File: config.mk
export PLATFORM = sky130hd
export DESIGN_NAME = vdp_host_master
export DESIGN_NICKNAME = d
export VERILOG_FILES = /design/src/rtl/vdp_host_master.sv
export SDC_FILE = /design/constraint.sdc
export NUM_CORES = 1
export LEC_CHECK = 0
export ABC_AREA = 1
export BUFFER_PORTS_ARGS = -buffer_cell sky130_fd_sc_hd__buf_2
export CAP_MARGIN = 10
export CORE_ASPECT_RATIO = 1.5
export CORE_MARGIN = 2
export CORE_UTILIZATION = 52
export CTS_BUF_LIST = sky130_fd_sc_hd__clkbuf_4 sky130_fd_sc_hd__clkbuf_8 sky130_fd_sc_hd__clkbuf_16
export DETAILED_ROUTE_END_ITERATION = 10
export HOLD_SLACK_MARGIN = 0.03
export PLACE_DENSITY = 0.84
export SLEW_MARGIN = 30
export SYNTH_ARGS = -nofsm -noshare
export SYNTH_HDL_FRONTEND = slang
export SYNTH_SLANG_ARGS = --single-unit
export TNS_END_PERCENT = 100
File: constraint.sdc
create_clock -name clk40m -period 2 [get_ports clk40m]
set_clock_uncertainty 0.15 [all_clocks]
set_input_delay 0.4 -clock clk40m [delete_from_list [all_inputs] [get_ports clk40m]]
set_output_delay 0.4 -clock clk40m [all_outputs]
set_load 0.02 [all_outputs]
File: src/rtl/vdp_host_master.sv
// vdp_host_master: turns command handshakes into TMS9918A-style IN/OUT strobe cycles,
// skipping VRAM address setup when the VDP auto-increment pointer already matches.
module vdp_host_master #(
  parameter logic [7:0] PORT_BASE  = 8'h98,
  parameter int         STROBE_CYC = 4,
  parameter int         GAP_CYC    = 8
) (
  input  logic        clk40m,
  input  logic        rst_n,
  input  logic        cmd_valid,
  output logic        cmd_ready,
  input  logic [1:0]  cmd_op,
  input  logic [13:0] cmd_addr,
  input  logic [7:0]  cmd_data,
  output logic        rsp_valid,
  output logic [7:0]  rsp_data,
  output logic [7:0]  bus_a,
  output logic [7:0]  bus_dout,
  output logic        bus_doe,
  input  logic [7:0]  bus_din,
  output logic        bus_out_n,
  output logic        bus_in_n,
  input  logic        bus_int_n,
  output logic        irq
);
  typedef enum logic [2:0] {IDLE, SETUP, STROBE, HOLD, GAP} state_t;
  state_t      state;
  logic [1:0]  op, idx, start_idx;
  logic [13:0] addr, ptr;
  logic [7:0]  data, rd_buf, cnt;
  logic        ptr_valid, ptr_rd, sync1, sync2, cur_rd, adv;
  logic [9:0]  first, nxt;
  // Access slot i of op o as {read, control port, byte}; slots 0/1 are setup, slot 2 the data/status access.
  function automatic logic [9:0] acc(input logic [1:0] o, input logic [13:0] a, input logic [7:0] d,
                                     input logic [1:0] i);
    return i == 2'd0 ? {2'b01, o == 2'd0 ? d : a[7:0]} :
           i == 2'd1 ? {2'b01, o == 2'd0 ? {5'b10000, a[2:0]} : {1'b0, ~o[1], a[13:8]}} :
                       {o[1], o == 2'd3, d};
  endfunction
  always_comb begin
    start_idx = (cmd_op == 2'd3 || (cmd_op != 2'd0 && ptr_valid && ptr_rd == cmd_op[1] && ptr == cmd_addr))
                ? 2'd2 : 2'd0;
    first = acc(cmd_op, cmd_addr, cmd_data, start_idx);
    nxt = acc(op, addr, data, idx + 2'd1);
    cur_rd = op[1] && idx == 2'd2;
    adv = (state == GAP && cnt == 8'd0) || (state == HOLD && GAP_CYC == 0);
  end
  always_ff @(posedge clk40m or negedge rst_n)
    if (!rst_n) begin
      state <= IDLE;
      cmd_ready <= 1'b0;
      rsp_valid <= 1'b0;
      rsp_data <= 8'd0;
      bus_a <= 8'd0;
      bus_dout <= 8'd0;
      bus_doe <= 1'b0;
      bus_out_n <= 1'b1;
      bus_in_n <= 1'b1;
      op <= 2'd0;
      idx <= 2'd0;
      addr <= 14'd0;
      data <= 8'd0;
      rd_buf <= 8'd0;
      cnt <= 8'd0;
      ptr <= 14'd0;
      ptr_valid <= 1'b0;
      ptr_rd <= 1'b0;
    end else begin
      rsp_valid <= 1'b0;
      case (state)
        IDLE: begin
          cmd_ready <= 1'b1;
          if (cmd_valid && cmd_ready) begin
            op <= cmd_op;
            addr <= cmd_addr;
            data <= cmd_data;
            idx <= start_idx;
            cmd_ready <= 1'b0;
            state <= SETUP;
            bus_a <= first[8] ? PORT_BASE + 8'd1 : PORT_BASE;
            bus_dout <= first[7:0];
            bus_doe <= ~first[9];
            if (cmd_op == 2'd0) ptr_valid <= 1'b0;
          end
        end
        SETUP: begin
          cnt <= 8'(STROBE_CYC - 1);
          bus_out_n <= cur_rd;
          bus_in_n <= ~cur_rd;
          state <= STROBE;
        end
        STROBE:
          if (cnt != 8'd0) cnt <= cnt - 8'd1;
          else begin
            bus_out_n <= 1'b1;
            bus_in_n <= 1'b1;
            if (cur_rd) rd_buf <= bus_din;
            state <= HOLD;
          end
        HOLD: begin
          if ((op == 2'd1 || op == 2'd2) && idx == 2'd2) begin
            ptr <= addr + 14'd1;
            ptr_valid <= 1'b1;
            ptr_rd <= op[1];
          end
          bus_doe <= 1'b0;
          cnt <= 8'(GAP_CYC - 1);
          state <= GAP;
        end
        GAP: if (cnt != 8'd0) cnt <= cnt - 8'd1;
        default: state <= IDLE;
      endcase
      if (adv) begin
        if (idx == (op == 2'd0 ? 2'd1 : 2'd2)) begin
          state <= IDLE;
          cmd_ready <= 1'b1;
          rsp_valid <= op[1];
          if (op[1]) rsp_data <= rd_buf;
        end else begin
          idx <= idx + 2'd1;
          state <= SETUP;
          bus_a <= nxt[8] ? PORT_BASE + 8'd1 : PORT_BASE;
          bus_dout <= nxt[7:0];
          bus_doe <= ~nxt[9];
        end
      end
    end
  always_ff @(posedge clk40m or negedge rst_n)
    if (!rst_n) begin
      sync1 <= 1'b1;
      sync2 <= 1'b1;
    end else begin
      sync1 <= bus_int_n;
      sync2 <= sync1;
    end
  assign irq = ~sync2;
endmodule

==> metrics.yaml <==
post-place-cells: 795
row_count: 43
clk_path_buf_depth: 2
synth_top_area_share: 0.450
critPathKind: "flop to flop"
grt_util_all_layers: 0.236
fin_tns_setup_ps: 0
synth-edff-count: 0
finalWorstSetupSlack_ps: 97.7
max_stage_delay_ps: 440
crit_required_ps: 2120
outcome: "completed"
wl_per_cell_um: 14.5
synth_top_cell_by_area: "dfrtp_1"
clock-sinks: 92
drive_above_1_share: 0.203
syn_area_um2: 4890
grt_use_met2: 0.411
crit_arrival_ps: 2030
viasPerCell: 5.37
hpwlAfterDp_mm: 8.79
post_cts_buffers: 0
grt_pass1_vias: 4325
areaGrowthSynthToFinish_pct: 18.6
ios: 66
final_max_slew_viol_count: 0
min_period_ps: 1900
fin_nets: 741
worst_setup_path_end_kind: "flop"
setup_viol: 0
yosys_register_bits: 92
antennaDiodeCount: 0
die_area_um2: 10200
postRouteAntennaNets: 0
p_per_area_nw_per_um2: 645
grt_max_degree: 39
power.total_mw: 3.74
layoutNonFillerInstCount: 813
numPortBuffers: 65
die_w_um: 83.2
synthDistinctLibCells: 47
postSynthAreaPerCell_um2: 7.98
grt_pass1_wl_mm: 19.4
ys_seq_area_frac: 0.472
synth_nets: 658
gp_congestion: 0.905
gr-usage-met3: 0.0410
peakVddDrop_uv: 551
pre_cts_slack_ps: 118
path_delay_family: "flip-flops"
drt_iter0_markers: 271
fmax_ghz: 0.526
fin_crit_sh: 0.951
fillCellCount: 758
start_util: 0.532
clock_latency_ps: 350
dr_total_vias: 4366
hold_viol: 0
netlist_instances: 613
drc: 0
grt_busiest_layer: "met2"
clkTransAtPathRegs_ps: 80
path_cells: "inv_1 > ha_1 > buf_4 > nor2_1 > inv_1 > o211ai_1 > nor2_1 > a21oi_1"
synth_warnings: 0
grt_antenna_before_repair: 0
die_h_um: 123
worst_slew_pin_slew_ps: 463
cp_slowest_cell: "dfrtp_1"
rsz0062_at_grt: "no"
synth-async-reset-ratio: 1.00
drv_cap: 0
hp-class: "primary input to flop"
p_leak_nw: 2.94
drt_first_pass_iters: 5
cts_root_buffer: "clkbuf_16"
worst-path-buf-inv: 3
synth_top_flop_cell: "dfrtp_1"
grt.overflow.total: 0
cts_tree: "yes"
critPathLaunchType: "flop"
core_um2: 9200
relSlewSlack: 0.689
worst-path-max-fanout: 5
synthTopCellsByArea: "dfrtp_1 45%, nand2_1 11%, inv_1 7.1%"
met1_usage: 0.277
cts_max_level: 3
cts_buffers: 9
routed_wl_mm: 11.8
==> cell families after synthesis <==
logic type | after synthesis | share of synthesized area
buffers and inverters | 116 | 0.0969
XOR/XNOR | 7 | 0.0125
multiplexers | 1 | 0.00230
AO/OA/AOI/OAI | 129 | 0.154
AND/OR/NAND/NOR | 259 | 0.239
adder cells (fa/ha/maj) | 9 | 0.0230
flip-flops | 92 | 0.472
==> cell usage after synthesis, types with 2 or more instances <==
library cell,number
nand2_1,141
inv_1,92
dfrtp_1,88
nor2_1,64
o21ai_0,47
a21oi_1,38
nand3_1,20
o21bai_1,15
ha_1,9
o21ai_1,9
clkbuf_1,8
nor2_4,6
buf_2,5
inv_2,5
nand3b_1,5
xor2_1,5
buf_6,4
dfstp_2,4
nand2_2,4
nand4_1,4
o221ai_1,4
nor3_1,3
o211ai_1,3
o22ai_1,3
a211oi_2,2
nor2_2,2
o21ai_2,2
xnor2_1,2
==> registers in the layout, indices dropped and copies added, names as in the netlist <==
register / flops
ptr_valid: 1
addr: 14
cmd_ready: 1
rsp_valid: 1
bus_in_n: 1
bus_doe: 1
data: 8
bus_a: 8
op: 2
bus_out_n: 1
sync1: 1
ptr_rd: 1
rsp_data: 8
ptr: 14
cnt: 8
sync2: 1
state: 3
idx: 2
rd_buf: 8
bus_dout: 8
==> worst register-to-register path, cell delays in order, from the launching register on <==
cell and delay (ps):
dfrtp_1 440, inv_1 100, ha_1 220, buf_4 160
nor2_1 180, inv_1 170, o211ai_1 230, nor2_1 70
a21oi_1 120
==> metal layers <==
layer | routed length (um) | part of all wire | vias up
li1 | - | - | 2114
met1 | 4800 | 0.41 | 2078
met2 | 6030 | 0.51 | 140
met3 | 562 | 0.048 | 34
met4 | 377 | 0.032 | 0
met5 | 0 | 0 | -
==> cells in the final DEF (no fill, tap or decap), drive strengths merged, types with 2 or more instances in the layout <==
| cell type | n |
|---|---|
| clkbuf | 9 |
| o221ai | 4 |
| clkinv | 3 |
| nor3b | 2 |
| o21bai | 15 |
| nand4 | 5 |
| a211oi | 2 |
| dlygate4sd3 | 2 |
| inv | 101 |
| nor3 | 5 |
| xnor2 | 2 |
| o22ai | 3 |
| nand3b | 5 |
| o21ai | 58 |
| dfstp | 4 |
| buf | 88 |
| nand2 | 146 |
| o211ai | 3 |
| xor2 | 5 |
| nand3 | 20 |
| nor2 | 73 |
| or2 | 2 |
| ha | 9 |
| a21oi | 38 |
| dfrtp | 88 |
==> layout make-up <==
| class | instances | area [um2] | area share |
|---|---|---|---|
| multi-input cells | 405 | 2130 | 0.367 |
| repair buffers | 90 | 549 | 0.0947 |
| clock inverters | 7 | 76.3 | 0.0132 |
| clock buffers | 9 | 225 | 0.0388 |
| well taps | 112 | 140 | 0.0242 |
| inverters | 98 | 374 | 0.0645 |
| flip-flops and latches | 92 | 2310 | 0.398 |
==> repair_timing <==
item / in CTS / in global routing
endpoints found under the hold margin: 31 / 0
gates resized for setup: 0 / 6
hold buffers: 2 / 0
endpoints found under the setup margin: 0 / 14
==> power by group <==
part / leakage (nW) / switching, mW / total, mW / internal [mW]
Clock: 0.149 / 0.822 / 1.71 / 0.889
Combinational: 1.73 / 0.0997 / 0.155 / 0.0551
Sequential: 1.06 / 0.00308 / 1.87 / 1.87
==> final timing paths <==
check	from	to	slack (ps)	cells past startpoint
worst max-delay path	idx[1]$_DFF_PN0_	bus_dout[4]$_DFF_PN0_	100	8
worst min-delay path	bus_din[7]	rd_buf[7]$_DFFE_PN0P_	130	2
worst max register to register	idx[1]$_DFF_PN0_	bus_dout[4]$_DFF_PN0_	100	8
worst min register to register	sync1$_DFF_PN1_	sync2$_DFF_PN1_	210	0
max in group asynchronous	rst_n	sync1$_DFF_PN1_	670	3
min in group asynchronous	rst_n	ptr[10]$_DFFE_PN0P_	390	2
==> stage by stage <==
step	area, um2	util	hold WS [ps]
after floorplan	4890	-	-45.6
after global placement	5450	0.593	196
after CTS	5780	0.628	125
final	5800	0.630	131
after detailed placement	5450	0.593	199
after global routing	5800	0.630	126
(Power assumes the default switching activity.)
